## config.mk

```make
export PLATFORM = sky130hd
export DESIGN_NAME = wb_i2c_master_ctrl
export DESIGN_NICKNAME = d
export VERILOG_FILES = /design/src/rtl/wb_i2c_master_ctrl.sv
export SDC_FILE = /design/constraint.sdc
export NUM_CORES = 1
export LEC_CHECK = 0
export CAP_MARGIN = 40
export CORE_ASPECT_RATIO = 1.4
export CORE_MARGIN = 3
export CORE_UTILIZATION = 40
export CTS_BUF_LIST = sky130_fd_sc_hd__clkbuf_8 sky130_fd_sc_hd__clkbuf_16
export DETAILED_ROUTE_END_ITERATION = 8
export PLACE_DENSITY = 0.92
export SYNTH_ARGS = -nofsm -noshare
export SYNTH_HDL_FRONTEND = slang
export SYNTH_SLANG_ARGS = --single-unit
```

## constraint.sdc

```tcl
create_clock -name i_clk -period 2.69 [get_ports i_clk]
set_input_delay 0.538 -clock i_clk [delete_from_list [all_inputs] [get_ports i_clk]]
set_output_delay 0.538 -clock i_clk [all_outputs]
set_load 0.005 [all_outputs]
```

## src/rtl/wb_i2c_master_ctrl.sv

```systemverilog
// ---------------------------------------------------------------------------
// wb_i2c_master_ctrl
//   Single-beat Wishbone classic master. Converts a level-sampled read or
//   write request from a local control FSM into one Wishbone bus cycle
//   aimed at the register file of an I2C master core. Reports completion,
//   read data and an optional ack-timeout error back to the caller.
//
// Ports
//   i_clk, i_reset         clock, synchronous active-high reset
//   o_wbs_adr/dat/we/stb/cyc, i_wbs_dat/ack
//                          Wishbone master side (to the I2C core's slave port)
//   i_ren, i_wren          read / write request (write wins when both high)
//   i_addr, i_data         register address / write data, sampled with request
//   o_data                 last read data, held between reads
//   o_data_val             one-cycle pulse, o_data updated (reads only)
//   o_done                 one-cycle pulse, transaction finished
//   o_err                  one-cycle pulse alongside o_done on ack timeout
// ---------------------------------------------------------------------------
module wb_i2c_master_ctrl #(
  parameter int ADDR_WIDTH  = 3,
  parameter int DATA_WIDTH  = 8,
  parameter int ACK_TIMEOUT = 0   // 0 = wait for ack forever
) (
  input  logic                  i_clk,
  input  logic                  i_reset,
  output logic [ADDR_WIDTH-1:0] o_wbs_adr,
  output logic [DATA_WIDTH-1:0] o_wbs_dat,
  input  logic [DATA_WIDTH-1:0] i_wbs_dat,
  output logic                  o_wbs_we,
  output logic                  o_wbs_stb,
  input  logic                  i_wbs_ack,
  output logic                  o_wbs_cyc,
  input  logic                  i_ren,
  input  logic                  i_wren,
  input  logic [DATA_WIDTH-1:0] i_data,
  input  logic [ADDR_WIDTH-1:0] i_addr,
  output logic [DATA_WIDTH-1:0] o_data,
  output logic                  o_data_val,
  output logic                  o_done,
  output logic                  o_err
);

  typedef enum logic {
    IDLE,
    BUSY
  } state_t;

  // Counter only needs to reach ACK_TIMEOUT-1; keep at least one bit so the
  // timeout-disabled build still elaborates cleanly.
  localparam int CNT_W = (ACK_TIMEOUT > 1) ? $clog2(ACK_TIMEOUT) : 1;
  localparam logic [CNT_W-1:0] CNT_LAST =
    (ACK_TIMEOUT > 0) ? CNT_W'(ACK_TIMEOUT - 1) : '0;

  state_t                  state_q, state_d;
  logic [CNT_W-1:0]        cnt_q, cnt_d;
  logic [ADDR_WIDTH-1:0]   adr_d;
  logic [DATA_WIDTH-1:0]   dat_d, data_d;
  logic                    we_d, stb_d, cyc_d;
  logic                    val_d, done_d, err_d;

  // NOTE: every signal assigned in this block gets a default first, so no
  // path can leave one unassigned and infer a latch.
  always_comb begin
    state_d = state_q;
    cnt_d   = cnt_q;
    adr_d   = o_wbs_adr;
    dat_d   = o_wbs_dat;
    we_d    = o_wbs_we;
    stb_d   = o_wbs_stb;
    cyc_d   = o_wbs_cyc;
    data_d  = o_data;
    val_d   = 1'b0;
    done_d  = 1'b0;
    err_d   = 1'b0;

    unique case (state_q)
      IDLE: begin
        // Spurious acks are ignored here simply by not looking at i_wbs_ack.
        if (i_wren) begin
          adr_d   = i_addr;
          dat_d   = i_data;
          we_d    = 1'b1;
          stb_d   = 1'b1;
          cyc_d   = 1'b1;
          cnt_d   = '0;
          state_d = BUSY;
        end else if (i_ren) begin
          adr_d   = i_addr;
          we_d    = 1'b0;
          stb_d   = 1'b1;
          cyc_d   = 1'b1;
          cnt_d   = '0;
          state_d = BUSY;
        end
      end

      BUSY: begin
        // Bus signals hold their registered values until ack or timeout;
        // new requests are not looked at here.
        if (i_wbs_ack) begin
          we_d    = 1'b0;
          stb_d   = 1'b0;
          cyc_d   = 1'b0;
          done_d  = 1'b1;
          if (!o_wbs_we) begin
            data_d = i_wbs_dat;
            val_d  = 1'b1;
          end
          state_d = IDLE;
        end else if (ACK_TIMEOUT > 0 && cnt_q == CNT_LAST) begin
          we_d    = 1'b0;
          stb_d   = 1'b0;
          cyc_d   = 1'b0;
          done_d  = 1'b1;
          err_d   = 1'b1;
          state_d = IDLE;
        end else if (ACK_TIMEOUT > 0) begin
          cnt_d = cnt_q + CNT_W'(1);
        end
      end

      default: state_d = IDLE;
    endcase
  end

  // NOTE: sequential state uses non-blocking assignments so every register
  // samples the pre-edge values, independent of statement order.
  always_ff @(posedge i_clk) begin
    if (i_reset) begin
      state_q    <= IDLE;
      cnt_q      <= '0;
      o_wbs_adr  <= '0;
      o_wbs_dat  <= '0;
      o_wbs_we   <= 1'b0;
      o_wbs_stb  <= 1'b0;
      o_wbs_cyc  <= 1'b0;
      o_data     <= '0;
      o_data_val <= 1'b0;
      o_done     <= 1'b0;
      o_err      <= 1'b0;
    end else begin
      state_q    <= state_d;
      cnt_q      <= cnt_d;
      o_wbs_adr  <= adr_d;
      o_wbs_dat  <= dat_d;
      o_wbs_we   <= we_d;
      o_wbs_stb  <= stb_d;
      o_wbs_cyc  <= cyc_d;
      o_data     <= data_d;
      o_data_val <= val_d;
      o_done     <= done_d;
      o_err      <= err_d;
    end
  end

endmodule

```

Yosys cells after proc, flatten, opt, wreduce, memory -nomap -nowiden. Cells that the tools add are included.

Order comparisons: 0. Div/mod/pow operators: 0. Mux-type cells: 15. Add/subtract/negate cells: 0. Reduce and logical (&&, ||, !) cells: 7. Eq/ne operators: 2. $mul: 0. Shift operators: 0. Bitwise operators: 3.

Operators with widths (number): $mux W1 (10); $mux W3 (2); $pmux W1 S2 (3); $reduce_and A2 Y1 (3); $ne A3 B3 Y1 const B (1); $not A1 Y1 (3); $reduce_and A3 Y1 (1); $reduce_or A3 Y1 (1); $ne A2 B2 Y1 const B (1); $reduce_bool A2 Y1 (1); $reduce_or A2 Y1 (1).

Bits of input ports: 24. Latch bits: 0. RAM bits: 0. Output and inout port bits: 25. Logic and storage cells: 35. Memories kept: 0. ROM bits: 0. Flip-flop bits (word level): 24.

Depth between registers and ports, before layout.
Depth after elaboration: 3. Gate-level depth with buffers: 5.

Worst setup path after synthesis. No wires, ideal clock.

Kind: input to register. From: input i_ren. To: register o_wbs_adr[0]. Buffers on the path: 0. Data arrival time: 0.936 ns. Stages on the path: 3. Path slack: 1.627 ns. Cell sequence: o21bai_4 > mux2i_1 > nor2_1.

Longest elaborated chain between the ends: 2.

RTL lines: from (decl) (RTL line 33) `input logic i_ren,`; $reduce_bool A2 Y1 (no source line); $reduce_and A2 Y1 (no source line); to (signal assigned) (RTL line 144) `o_wbs_adr <= adr_d;`; to (decl) (RTL line 26) `output logic [ADDR_WIDTH-1:0] o_wbs_adr,`.

Every way passes these cells. A chain may end at the register's enable or synchronous reset.

Final worst setup path.
From: input i_wren. To: register o_wbs_dat[4].

Longest elaborated chain between the ends: 1.

RTL lines: from (decl) (RTL line 34) `input logic i_wren,`; $reduce_and A2 Y1 (no source line); to (signal assigned) (RTL line 145) `o_wbs_dat <= dat_d;`; to (decl) (RTL line 27) `output logic [DATA_WIDTH-1:0] o_wbs_dat,`.

Every way passes these cells.

==> impl_metrics.ini <==
[die]
core-area_sq_mm = 0.00202
rows = 19
dieArea_sq_mm = 0.00278
ios = 49
die_w_um = 45.5
start_util_pct = 43.2
fp.dieH_um = 61.2

[pwr]
swShare_pct = 21.7
p_leak_nw = 0.507
ir_worst_vdd_uv = 267
cellPowerDensity_mw_per_mm2 = 522
switching_power_mw = 0.154
power_frac_comb_pct = 18.0
seqPwrFrac_pct = 54.7
p_int_mw = 0.556
clkPwrFrac_pct = 27.3

[hold_path]
worstHoldStart = o_data[5]
hold_path_end = o_data[5]
hp-class = reg -> reg
hold_depth = 2

[logic_synthesis]
yosysSeqAreaShare_pct = 55.1
netlist_area_sq_um = 872
synth_cell_types = 17
synth_seq_cells = 24
syn-mean-instance-area_sq_um = 8.55
synthesis.nets = 126
ys_warn_count = 0
synthCells = 102

[finish]
fin_nets = 170
syn_to_final_growth_pct = 56.0
final_cells = 165
final_util_pct = 67.3
layout-drive-gt1-share_pct = 2.78
antenna_cells = 0

[clock_tree]
ctsHoldBuffers = 0
cts-buffers-inserted = 3
cts_root_buf = clkbuf_8
clk_pin_slew_ps = 70
clk_path_buf_depth = 2
insertion_delay_ps = 250
htreeDepth = 1
clock-sinks = 24
cts_tree = built
post_cts_resized = 0
post_cts_buffers = 0

[routing]
drc = 0
drtIter0Drc = 8
totalWireLength_um = 2100
firstDrtPassIters = 4
postRouteAntennaNets = 0
viasPerCell = 4.84
detail_route.wl_per_cell_um = 12.7
num_vias = 799

[timing]
finalClockSkew_ps = 1.30
timing.fmax_mhz = 589
finalCritPeriodShare_pct = 63.1
slew_viol_final = 0
fin_tns_setup_ps = 0
tightest_slew_ps = 806
slew_headroom_pct = 46.1
setup_violations = 0
hold_viol = 0
rsz0062_at_grt = false
period_needed_ps = 1700

[placed_design]
hpwl_um = 1590
routabilityCongestion = 0.691
portBuffers = 47
placedCellCount = 162

[worst_setup_path]
worst_setup_path_start_kind = input pin
r2r_cells = 3
end_kind = flop
crit_fanout = 8
worstPathRequired_ps = 2860
timing.rr.start = state_q
worstSetupPathType = in -> reg
reg2reg_to = o_data[2]
r2r_setup_slack_ps = 1470
crit_arrival_ps = 1870

[grt]
grt_overflow = 0
grt_first_pass_wirelength_um = 3260
grtUsageTotal_pct = 15.6
grt_max_degree = 25
grt_pass1_vias = 739
antenna_found_initial = 0

[run_status]
status = finished clean

[run]
drv_cap = 0
## kinds of logic after synthesis
| logic type | share of synthesized area, % |
|---|---|
| buf+inv | 5.74 |
| compound gates | 13.3 |
| simple gates | 22.0 |
| other cells | 0.430 |
| mux | 3.44 |
| flops | 55.1 |
## registers in the layout, summed over array words and instances, names as in the netlist
signal      count
o_data          8
o_data_val      1
o_done          1
o_wbs_adr       3
o_wbs_cyc       1
o_wbs_dat       8
o_wbs_we        1
state_q         1
## power by group through the flow
stage | Clock (mW) | Combinational, mW | Sequential [mW]
final | 0.194 | 0.128 | 0.388
after CTS | 0.202 | 0.129 | 0.388
after global routing | 0.211 | 0.139 | 0.391
after global placement | 0 | 0.124 | 0.395
after floorplan | 0 | 0.0512 | 0.395
after detailed placement | 0 | 0.128 | 0.396
## worst max-delay path: stages
cell and delay (ps):
clkdlybuf4s50_1 580, nor2b_1 490, nand2_1 120, a21oi_1 140
## synthesized netlist by cell type
library cell	number	area share [%]
nand2_1	34	15
dfxtp_1	24	55
a21oi_1	18	10
buf_4	5	4.3
nor2_1	5	2.2
mux2i_1	3	3.4
clkbuf_1	2	0.86
nand2b_1	2	1.4
a211oi_1	1	0.86
and3b_1	1	1.0
buf_2	1	0.57
conb_1	1	0.43
nand3_1	1	0.57
nand3b_1	1	0.86
nor2b_1	1	0.72
nor3_1	1	0.57
o21bai_4	1	2.2
## cells in the final DEF, fill, tap and decap left out
cell type        count
nor2_1               5
a211oi_1             1
o21bai_4             1
nand3_1              1
conb_1               1
nand2b_1             2
and3b_1              1
nor2b_1              1
a21oi_1             18
nand2_1             34
nor3_1               1
clkbuf_8             3
dfxtp_1             24
clkdlybuf4s50_1     47
mux2i_1              3
nand3b_1             1
## how the worst max path moves through the flow
stage          cells after the start  slack [ps]    from      endpoint
2_1_floorplan                      3        1630   i_ren  o_wbs_adr[0]
3_3_place_gp                       4         840  i_wren  o_wbs_dat[6]
3_5_place_dp                       4         730  i_wren  o_wbs_dat[4]
4_1_cts                            4         980  i_wren  o_wbs_dat[4]
5_1_grt                            4         840  i_wren  o_wbs_dat[2]
6_report                           4         990  i_wren  o_wbs_dat[4]
## final cells by class
class / count / area (sq um)
clock buffer: 3 / 41.3
fill: 165 / 661
sequential: 24 / 480
timing repair buffer: 47 / 470
tap: 21 / 26.3
multi-input combinational: 70 / 342
## through the flow
stage	worst slack (ps)	power, mW	hold slack, ps	cell area [sq um]
floorplan	1630	0.446	447	872
global placement	842	0.519	441	1320
detailed placement	732	0.523	447	1320
CTS	978	0.719	458	1360
global route	838	0.741	475	1360
finish	992	0.710	455	1360
## per-layer routing
| metal | vias to the layer above | wire length (um) | global-route usage (%) |
|---|---|---|---|
| met4 | 0 | 0 | 3.77 |
| li1 | 408 | - | - |
| met2 | 28 | 1180 | 29.9 |
| met5 | - | 0 | 0 |
| met3 | 0 | 157 | 2.63 |
| met1 | 363 | 762 | 17.1 |
No activity file was read; power rests on OpenSTA's default activity.
